--- config.mk ---
export PLATFORM = sky130hd
export DESIGN_NAME = guess_evaluator
export DESIGN_NICKNAME = d
export VERILOG_FILES = /design/src/rtl/guess_evaluator.sv
export SDC_FILE = /design/constraint.sdc
export NUM_CORES = 1
export LEC_CHECK = 0
export CAP_MARGIN = 10
export CORE_MARGIN = 2
export CORE_UTILIZATION = 49
export CTS_CLUSTER_SIZE = 30
export DETAILED_ROUTE_END_ITERATION = 8
export PLACE_DENSITY = 0.79
export SLEW_MARGIN = 20
export SYNTH_ARGS = -nofsm -noshare
export SYNTH_HDL_FRONTEND = slang
export SYNTH_SLANG_ARGS = --single-unit
--- constraint.sdc ---
create_clock -name clk -period 1.8 [get_ports clk]
set_input_delay 0.18 -clock clk [delete_from_list [all_inputs] [get_ports clk]]
set_output_delay 0.18 -clock clk [all_outputs]
set_load 0.01 [all_outputs]
--- src/rtl/guess_evaluator.sv ---
// ============================================================================
// Module      : guess_evaluator
// Description : Scores a locked BCD guess against the secret, counts attempts
//               and latches the won/lost terminal state.
// Revision    : 1.0 - initial release
// ============================================================================
`default_nettype none

module guess_evaluator #(
    parameter int MAX_ATTEMPTS = 7
) (
    input  logic       clk,
    input  logic       restart,
    input  logic [1:0] max_digits,
    input  logic       confirm,
    input  logic [3:0] compare_digit_1,
    input  logic [3:0] compare_digit_2,
    input  logic [3:0] compare_digit_3,
    input  logic [3:0] secret_digit_1,
    input  logic [3:0] secret_digit_2,
    input  logic [3:0] secret_digit_3,
    output logic [1:0] result,
    output logic       result_valid,
    output logic [1:0] digits_match,
    output logic [3:0] attempts_used,
    output logic [3:0] attempts_left,
    output logic       won,
    output logic       lost,
    output logic       busy
);

    localparam logic [2:0] c_S_IDLE   = 3'd0;
    localparam logic [2:0] c_S_WAIT   = 3'd1;
    localparam logic [2:0] c_S_EVAL   = 3'd2;
    localparam logic [2:0] c_S_REPORT = 3'd3;
    localparam logic [2:0] c_S_WON    = 3'd4;
    localparam logic [2:0] c_S_LOST   = 3'd5;

    localparam logic [3:0] c_max_att  = 4'(MAX_ATTEMPTS);

    logic [2:0]  r_state;
    logic [2:0]  w_next_state;
    logic        r_confirm_q;
    logic [11:0] r_guess;
    logic [11:0] r_secret;
    logic [1:0]  r_md;
    logic [1:0]  r_result;
    logic [1:0]  r_dm;
    logic [3:0]  r_used;
    logic        w_accept;
    logic [1:0]  w_cmp;
    logic [1:0]  w_match;
    logic [2:0]  w_pos_eq;

    assign w_accept = confirm & ~r_confirm_q & (r_state == c_S_IDLE) & (max_digits != 2'd0);

    // State register
    always_ff @(posedge clk) begin
        if (restart) begin
            r_state <= c_S_IDLE;
        end else begin
            r_state <= w_next_state;
        end
    end

    // Next-state logic
    always_comb begin
        w_next_state = r_state;
        case (r_state)
            c_S_IDLE:   if (w_accept) w_next_state = c_S_WAIT;
            c_S_WAIT:   w_next_state = c_S_EVAL;
            c_S_EVAL:   w_next_state = c_S_REPORT;
            c_S_REPORT: begin
                if (r_result == 2'b11) begin
                    w_next_state = c_S_WON;
                end else if (r_used == c_max_att) begin
                    w_next_state = c_S_LOST;
                end else begin
                    w_next_state = c_S_IDLE;
                end
            end
            c_S_WON:    w_next_state = c_S_WON;
            c_S_LOST:   w_next_state = c_S_LOST;
            default:    w_next_state = c_S_IDLE;
        endcase
    end

    // Output logic
    always_comb begin
        result_valid = (r_state == c_S_REPORT);
        won          = (r_state == c_S_WON);
        lost         = (r_state == c_S_LOST);
        busy         = (r_state == c_S_WAIT) || (r_state == c_S_EVAL) || (r_state == c_S_REPORT);
    end

    // Positions beyond the latched digit count were zeroed in WAIT, so they
    // compare equal; the index test keeps them out of the match count.
    always_comb begin
        w_pos_eq[0] = (r_guess[3:0]  == r_secret[3:0])  && (r_md >= 2'd1);
        w_pos_eq[1] = (r_guess[7:4]  == r_secret[7:4])  && (r_md >= 2'd2);
        w_pos_eq[2] = (r_guess[11:8] == r_secret[11:8]) && (r_md == 2'd3);
        w_match     = {1'b0, w_pos_eq[0]} + {1'b0, w_pos_eq[1]} + {1'b0, w_pos_eq[2]};
        if (r_guess == r_secret) begin
            w_cmp = 2'b11;
        end else if (r_guess < r_secret) begin
            w_cmp = 2'b01;
        end else begin
            w_cmp = 2'b10;
        end
    end

    always_ff @(posedge clk) begin
        if (restart) begin
            r_confirm_q <= 1'b0;
            r_guess     <= 12'd0;
            r_secret    <= 12'd0;
            r_md        <= 2'd0;
            r_result    <= 2'b00;
            r_dm        <= 2'd0;
            r_used      <= 4'd0;
        end else begin
            r_confirm_q <= confirm;
            if (r_state == c_S_WAIT) begin
                r_md     <= max_digits;
                r_guess  <= {(max_digits == 2'd3) ? compare_digit_3 : 4'd0,
                             (max_digits >= 2'd2) ? compare_digit_2 : 4'd0,
                             (max_digits >= 2'd1) ? compare_digit_1 : 4'd0};
                r_secret <= {(max_digits == 2'd3) ? secret_digit_3 : 4'd0,
                             (max_digits >= 2'd2) ? secret_digit_2 : 4'd0,
                             (max_digits >= 2'd1) ? secret_digit_1 : 4'd0};
            end
            if (r_state == c_S_EVAL) begin
                r_result <= w_cmp;
                r_dm     <= w_match;
                if (r_used != c_max_att) begin
                    r_used <= r_used + 4'd1;
                end
            end
        end
    end

    assign result        = r_result;
    assign digits_match  = r_dm;
    assign attempts_used = r_used;
    assign attempts_left = c_max_att - r_used;

endmodule

`default_nettype wire

==> results of run 1 <==
==> sequential cells by signal, indices dropped and copies added (netlist names) <==
| register | count |
|---|---|
| attempts_used | 4 |
| digits_match | 2 |
| r_confirm_q | 1 |
| r_guess | 12 |
| r_md | 2 |
| r_secret | 12 |
| r_state | 3 |
| result | 2 |
==> what timing repair did <==
action,CTS,global route
pin swaps,0,4
setup endpoints to repair,2,6
resized for setup,1,9
==> through the flow <==
stage	TNS (ns)	area [um2]	setup WS, ns	std cells	util [%]
2_1_floorplan	0	1840	0.115	233	-
5_1_grt	-0.0103	2450	-0.0103	326	67.5
4_1_cts	0	2430	0.0117	326	66.8
6_report	0	2450	0.0852	326	67.5
3_5_place_dp	0	2330	0.0303	318	64.2
3_3_place_gp	0	2330	0.0730	318	64.2
==> worst min-delay path: stages <==
cell,delay [ns]
clkdlybuf4s50_1,0.40
nand3_1,0.06
a21oi_1,0.06
==> Yosys cell counts <==
cell type / instances
nor2_1: 16
nand4_1: 3
o211ai_2: 1
o31a_1: 1
a211oi_1: 2
a21oi_1: 35
nor3_4: 1
inv_2: 2
dfxtp_1: 38
nor3_1: 4
nand3_1: 28
clkbuf_1: 7
a2111o_1: 1
xnor2_1: 1
nand2_1: 39
fa_1: 1
and2_0: 1
a31o_2: 1
a211oi_2: 1
and3_1: 2
a21o_1: 1
inv_1: 17
nor2b_1: 1
o21ai_0: 1
a311oi_1: 1
or2_2: 2
a31oi_1: 2
ha_1: 13
buf_6: 2
nor2b_4: 1
buf_2: 4
nand2b_1: 1
buf_4: 1
nor3b_1: 1
==> cell type report <==
cell class	instances	area (um2)
Fill cell	333	1180
Multi-Input combinational cell	162	953
Sequential cell	38	767
Timing Repair Buffer	51	510
Clock buffer	7	86.3
Inverter	19	71.3
Tap cell	48	60.1
Clock inverter	1	5.00
==> power breakdown <==
| part | switching, mW | total, mW | internal [mW] |
|---|---|---|---|
| registers | 0.0612 | 0.968 | 0.907 |
| clock network | 0.295 | 0.604 | 0.309 |
| logic | 0.312 | 0.602 | 0.290 |
| total | 0.668 | 2.17 | 1.51 |
==> cell families after synthesis <==
kind of cell	count (synthesis)	synth area share, %
DFF	38	41.2
and+or+nand+nor	100	25.3
buffers and inverters	33	8.01
AOI/OAI and AO/OA	47	15.1
xor gates and xnor gates	1	0.475
adders and majority gates	14	9.91
==> path summary, 6_finish.rpt <==
| path | startpoint | to | slack (ns) | cells after the start |
|---|---|---|---|---|
| worst min register to register | r_secret[5] | r_secret[5] | 0.45 | 2 |
| worst min-delay path | secret_digit_1[2] | r_secret[2] | 0.45 | 3 |
| worst max register to register | r_secret[5] | result[1] | 0.09 | 7 |
| worst max-delay path | r_secret[5] | result[1] | 0.09 | 7 |
==> per-layer routing <==
layer / part of all wire, % / global-route usage, % / wire length, um / vias to the layer above
met2: 48 / 36.1 / 1940 / 36
met4: 1.4 / 10.2 / 58 / 0
li1: - / - / - / 874
met1: 46 / 25.6 / 1850 / 773
met5: 0 / 0 / 0 / -
met3: 5.2 / 4.45 / 210 / 8
==> cell usage in the layout, fill, tap and decap left out, types with 2 or more instances in the layout <==
cell             instances
buf_4                    6
dlymetal6s2s_1           2
inv_2                    2
a21oi_1                 35
inv_1                   17
nor2_1                  14
nor3_1                   4
and3_1                   2
nand2_1                 39
clkdlybuf4s50_1         42
ha_1                    12
clkbuf_8                 6
nor2_2                   2
a211oi_1                 2
nand3_1                 28
or2_2                    2
nand4_1                  3
a31oi_1                  2
dfxtp_2                  5
dfxtp_1                 33
==> impl_metrics.xml, run 1 <==
<?xml version="1.0" encoding="UTF-8"?>
<metrics>
  <group name="status">
    <metric name="result_of_the_run" unit="">finished, final reports clean</metric>
  </group>
  <group name="floorplan">
    <metric name="die_width" unit="um">65.4</metric>
    <metric name="die_area" unit="um2">4270</metric>
    <metric name="initial_cell_density_of_the_core" unit="%">50.8</metric>
    <metric name="floorplan.rows" unit="">22</metric>
    <metric name="core_area" unit="um2">3630</metric>
    <metric name="fp.dieH" unit="um">65.4</metric>
    <metric name="io_pins" unit="">45</metric>
  </group>
  <group name="timing">
    <metric name="finClkSkew" unit="ns">0.00458</metric>
    <metric name="timing.final.crit_share" unit="%">95.3</metric>
    <metric name="fmax" unit="MHz">583</metric>
    <metric name="hold_violations" unit="">0</metric>
    <metric name="holdWs" unit="ns">0.446</metric>
    <metric name="max_slew.worst_pin.slew" unit="ns">0.332</metric>
    <metric name="final-setup-viol-count" unit="">0</metric>
    <metric name="timing.max_slew.rel_slack" unit="%">77.8</metric>
    <metric name="min_period" unit="ns">1.71</metric>
    <metric name="maxSlewViolCount" unit="">0</metric>
  </group>
  <group name="yosys">
    <metric name="sequential_share_of_the_synthesized_area" unit="%">41.2</metric>
    <metric name="netlist.area_leader.share" unit="%">41.2</metric>
    <metric name="synth.ff_latch_count" unit="">38</metric>
    <metric name="netlist-cell-type-count" unit="">34</metric>
    <metric name="synth.top_cells.by_area" unit="">dfxtp_1, a21oi_1, ha_1, nand2_1, nand3_1</metric>
    <metric name="synth_nets" unit="">276</metric>
    <metric name="synthesis.instances" unit="">233</metric>
    <metric name="syn-cell-area" unit="um2">1840</metric>
    <metric name="synthesis.yosys.warnings" unit="">0</metric>
    <metric name="syn_area_per_cell" unit="um2">7.92</metric>
    <metric name="post-synth-top-area-cell" unit="">dfxtp_1</metric>
  </group>
  <group name="run">
    <metric name="max-cap-violations" unit="">0</metric>
  </group>
  <group name="placement">
    <metric name="dp.final_hpwl" unit="um">2760</metric>
    <metric name="port_buffers" unit="">44</metric>
    <metric name="place.gp.congestion" unit="">0.787</metric>
  </group>
  <group name="routing">
    <metric name="wire_per_inst" unit="um">12.4</metric>
    <metric name="route.vias.total" unit="">1691</metric>
    <metric name="first_pass_iteration_count_of_the_detailed_router" unit="">4</metric>
    <metric name="detailedRoute.firstIterationViolations" unit="">99</metric>
    <metric name="totalWireLength" unit="um">4060</metric>
    <metric name="remaining_drc_errors" unit="">0</metric>
    <metric name="detail-route-antenna-nets" unit="">0</metric>
    <metric name="route.detailed.vias_per_inst" unit="">5.19</metric>
  </group>
  <group name="clock_network">
    <metric name="clkTransAtPathRegs" unit="ns">0.07</metric>
    <metric name="cts.sink_count" unit="">38</metric>
    <metric name="cts-buffers-inserted" unit="">5</metric>
    <metric name="root_buffer" unit="">clkbuf_8</metric>
    <metric name="cts.hold.buffers_added" unit="">0</metric>
    <metric name="tritoncts" unit="">done</metric>
    <metric name="worst_skew_pair_latency" unit="ns">0.29</metric>
    <metric name="post-cts-setup-buffers" unit="">0</metric>
    <metric name="ctsLongestPathBuffers" unit="">2</metric>
    <metric name="ctsHtreeMaxLevel" unit="">2</metric>
  </group>
  <group name="critical_path">
    <metric name="cp_cell_instances" unit="">inv_1 -&gt; ha_1 -&gt; a21o_1 -&gt; nand3_1 -&gt; a21oi_1 -&gt; a2111o_1 -&gt; o31a_1</metric>
    <metric name="timing.critical_path.slowest_cell_delay" unit="ns">0.39</metric>
    <metric name="cp_top_family" unit="">compound AO/OA/AOI/OAI gates</metric>
    <metric name="critical_path.slowest_cell" unit="">a2111o_1</metric>
    <metric name="timing.setup.critical_path_class" unit="">flop to flop</metric>
    <metric name="worst_setup_path_start_kind" unit="">flop</metric>
    <metric name="cp.arrival" unit="ns">1.90</metric>
    <metric name="critPathBufInv" unit="">1</metric>
    <metric name="critPathRequiredTime" unit="ns">1.98</metric>
    <metric name="critical_path.endpoint_type" unit="">flop</metric>
    <metric name="max_fo_critical_path" unit="">2</metric>
  </group>
  <group name="power">
    <metric name="power_leakage" unit="nW">0.948</metric>
    <metric name="cell_area_power_density" unit="nW/um2">886</metric>
    <metric name="irDropWorstVdd" unit="V">0.000573</metric>
    <metric name="total_power" unit="mW">2.17</metric>
  </group>
  <group name="layout">
    <metric name="syn2layout_area_growth" unit="%">33.0</metric>
    <metric name="layout.nets" unit="">320</metric>
    <metric name="drive_gt1_share" unit="%">11.2</metric>
    <metric name="num_antenna_cells" unit="">0</metric>
  </group>
  <group name="global_routing">
    <metric name="vias_in_the_first_global_route" unit="">1613</metric>
    <metric name="grt-ovfl-total" unit="">0</metric>
    <metric name="grt_max_degree" unit="">39</metric>
    <metric name="antenna_violations_before_repair" unit="">0</metric>
    <metric name="global_route_wire_length_before_repair" unit="um">6980</metric>
    <metric name="grt_usage" unit="%">21.3</metric>
  </group>
  <group name="min_path">
    <metric name="worstHoldPathType" unit="">input pin to flop</metric>
  </group>
</metrics>
(Power assumes the default switching activity.)
==> run 2: changes to the inputs <==
--- a/config.mk
+++ b/config.mk
@@ -11,6 +11,7 @@
 export CTS_CLUSTER_SIZE = 30
 export DETAILED_ROUTE_END_ITERATION = 8
 export PLACE_DENSITY = 0.79
+export REMOVE_ABC_BUFFERS = 1
 export SLEW_MARGIN = 20
 export SYNTH_ARGS = -nofsm -noshare
 export SYNTH_HDL_FRONTEND = slang
==> impl_metrics.xml, run 2 (synthesis gave the netlist of run 1 again) <==
<?xml version="1.0" encoding="UTF-8"?>
<metrics>
  <group name="critical_path">
    <metric name="cp_cell_instances" unit="">inv_1 -&gt; ha_1 -&gt; nand4_1 -&gt; buf_4 -&gt; a21oi_1 -&gt; a2111o_1 -&gt; o31a_1</metric>
    <metric name="worstSetupStartpoint" unit="">r_secret[10]</metric>
    <metric name="critical_path.endpoint_type" unit="">flop</metric>
    <metric name="worst_setup_path_start_kind" unit="">flop</metric>
    <metric name="timing.critical_path.slowest_cell_delay" unit="ns">0.37</metric>
    <metric name="critical_path.slowest_cell" unit="">a2111o_1</metric>
    <metric name="timing.setup.critical_path_class" unit="">flop to flop</metric>
    <metric name="critPathRequiredTime" unit="ns">1.97</metric>
    <metric name="max_fo_critical_path" unit="">3</metric>
    <metric name="r2r_start" unit="">r_secret[10]</metric>
    <metric name="reg2reg_to" unit="">result[1]</metric>
    <metric name="cp.arrival" unit="ns">1.90</metric>
    <metric name="rr_worst_depth" unit="">7</metric>
    <metric name="reg2reg_setup_slack" unit="ns">0.07</metric>
  </group>
  <group name="min_path">
    <metric name="worst_hold_path.num_cells" unit="">2</metric>
    <metric name="holdPathEnd" unit="">r_secret[2]</metric>
    <metric name="worstHoldStart" unit="">r_secret[2]</metric>
    <metric name="worstHoldPathType" unit="">flop to flop</metric>
  </group>
  <group name="global_routing">
    <metric name="grt_usage" unit="%">18.8</metric>
    <metric name="vias_in_the_first_global_route" unit="">1489</metric>
    <metric name="grt-ovfl-total" unit="">0</metric>
    <metric name="grt_max_degree" unit="">27</metric>
    <metric name="global_route_wire_length_before_repair" unit="um">6300</metric>
    <metric name="antenna_violations_before_repair" unit="">0</metric>
  </group>
  <group name="layout">
    <metric name="syn2layout_area_growth" unit="%">34.7</metric>
    <metric name="drive_gt1_share" unit="%">13.2</metric>
    <metric name="num_antenna_cells" unit="">0</metric>
    <metric name="most_frequent_standard_cell_in_the_layout_excluding_fill_and_tap_cells" unit="">clkdlybuf4s50_1</metric>
    <metric name="finish.cell_count_without_fillers" unit="">329</metric>
    <metric name="most_frequent_cells_in_the_layout" unit="">clkdlybuf4s50_1, nand2_1, a21oi_1, dfxtp_1, nand3_1</metric>
    <metric name="layout.nets" unit="">323</metric>
  </group>
  <group name="power">
    <metric name="cell_area_power_density" unit="nW/um2">872</metric>
    <metric name="power_leakage" unit="nW">0.925</metric>
    <metric name="irDropWorstVdd" unit="V">0.000808</metric>
  </group>
  <group name="routing">
    <metric name="detail-route-antenna-nets" unit="">0</metric>
    <metric name="route.detailed.vias_per_inst" unit="">5.11</metric>
    <metric name="remaining_drc_errors" unit="">0</metric>
    <metric name="detailedRoute.firstIterationViolations" unit="">70</metric>
    <metric name="wire_per_inst" unit="um">12.1</metric>
    <metric name="totalWireLength" unit="um">3970</metric>
    <metric name="first_pass_iteration_count_of_the_detailed_router" unit="">4</metric>
    <metric name="route.vias.total" unit="">1681</metric>
  </group>
  <group name="clock_network">
    <metric name="worst_skew_pair_latency" unit="ns">0.28</metric>
    <metric name="cts-buffers-inserted" unit="">5</metric>
    <metric name="ctsHtreeMaxLevel" unit="">2</metric>
    <metric name="root_buffer" unit="">clkbuf_8</metric>
    <metric name="cts.hold.buffers_added" unit="">0</metric>
    <metric name="tritoncts" unit="">done</metric>
    <metric name="cts.sink_count" unit="">38</metric>
    <metric name="clkTransAtPathRegs" unit="ns">0.07</metric>
    <metric name="ctsLongestPathBuffers" unit="">2</metric>
  </group>
  <group name="floorplan">
    <metric name="io_pins" unit="">45</metric>
    <metric name="core_area" unit="um2">3630</metric>
    <metric name="initial_cell_density_of_the_core" unit="%">50.8</metric>
    <metric name="die_width" unit="um">65.4</metric>
    <metric name="floorplan.rows" unit="">22</metric>
    <metric name="die_area" unit="um2">4270</metric>
    <metric name="fp.dieH" unit="um">65.4</metric>
  </group>
  <group name="timing">
    <metric name="max_slew.worst_pin.slew" unit="ns">0.512</metric>
    <metric name="maxSlewViolCount" unit="">0</metric>
    <metric name="timing.max_slew.rel_slack" unit="%">65.7</metric>
    <metric name="min_period" unit="ns">1.73</metric>
    <metric name="finClkSkew" unit="ns">0.00659</metric>
    <metric name="final-setup-viol-count" unit="">0</metric>
    <metric name="timing.final.crit_share" unit="%">95.9</metric>
    <metric name="fmax" unit="MHz">579</metric>
    <metric name="hold_violations" unit="">0</metric>
    <metric name="rsz_0062_raised_after_global_routing" unit="">yes</metric>
    <metric name="layout_setup_ws" unit="ns">0.0729</metric>
  </group>
  <group name="status">
    <metric name="result_of_the_run" unit="">finished, final reports clean</metric>
  </group>
  <group name="run">
    <metric name="max-cap-violations" unit="">0</metric>
  </group>
  <group name="placement">
    <metric name="port_buffers" unit="">44</metric>
    <metric name="place.gp.congestion" unit="">0.793</metric>
    <metric name="setup_slack_after_placement" unit="ns">0.0518</metric>
    <metric name="placedCellCount" unit="">318</metric>
    <metric name="dp.final_hpwl" unit="um">2830</metric>
  </group>
</metrics>
## run 2: critical path, delay by kind of cell (launching register included)
kind / cells / cell delay, ns
DFF: 1 / 0.33
AOI/OAI and AO/OA: 3 / 0.65
buffers and inverters: 2 / 0.18
adders and majority gates: 1 / 0.29
and+or+nand+nor: 1 / 0.16
## run 2: what timing repair did
item,in CTS,in global routing
setup buffers,0,3
endpoints found under the setup margin,0,6
resized for setup,0,11
## run 2: area by class of cell
class                           count  area [um2]
Inverter                           19        71.3
Clock inverter                      1        5.00
Multi-Input combinational cell    162         978
Clock buffer                        7        86.3
Fill cell                         320        1150
Sequential cell                    38         767
Tap cell                           48        60.1
Timing Repair Buffer               54         515
## run 2: metal layers
metal | share of wire, % | vias to the layer above | track usage (%)
met1 | 47 | 754 | 23.7
met2 | 47 | 43 | 32.4
met5 | 0 | - | 0
met4 | 0.35 | 0 | 4.95
met3 | 5.7 | 3 | 4.28
li1 | - | 881 | -
## run 2: power by group
| group | switching, mW | internal (mW) | total (mW) |
|---|---|---|---|
| clock network | 0.271 | 0.309 | 0.580 |
| registers | 0.0617 | 0.908 | 0.969 |
| logic | 0.309 | 0.309 | 0.617 |
## run 2: worst max-delay path by stage
| stage | endpoint | depth (start not counted) |
|---|---|---|
| after floorplan | result[1] | 7 |
| after global placement | result[1] | 7 |
| after detailed placement | result[1] | 7 |
| after CTS | result_valid | 2 |
| after global routing | digits_match[0] | 7 |
| final | result[1] | 7 |
## run 2: stage by stage
step           hold WS (ns)  cell area [um2]  total power, mW  TNS, ns  utilization (%)
5_1_grt               0.468             2480             2.30  -0.0441             68.4
6_report              0.452             2480             2.17        0             68.4
2_1_floorplan         0.249             1770             1.32        0                -
3_5_place_dp          0.446             2320             1.56        0             63.9
4_1_cts               0.454             2410             2.14        0             66.4
3_3_place_gp          0.439             2320             1.55        0             63.9
==> run 3: changes to the inputs <==
--- a/config.mk
+++ b/config.mk
@@ -8,6 +8,7 @@
 export CAP_MARGIN = 10
 export CORE_MARGIN = 2
 export CORE_UTILIZATION = 49
+export CTS_CLUSTER_DIAMETER = 80
 export CTS_CLUSTER_SIZE = 30
 export DETAILED_ROUTE_END_ITERATION = 8
 export PLACE_DENSITY = 0.79
==> results of run 3 <==
Final layout, timing and power as in run 2 (identical DEF).
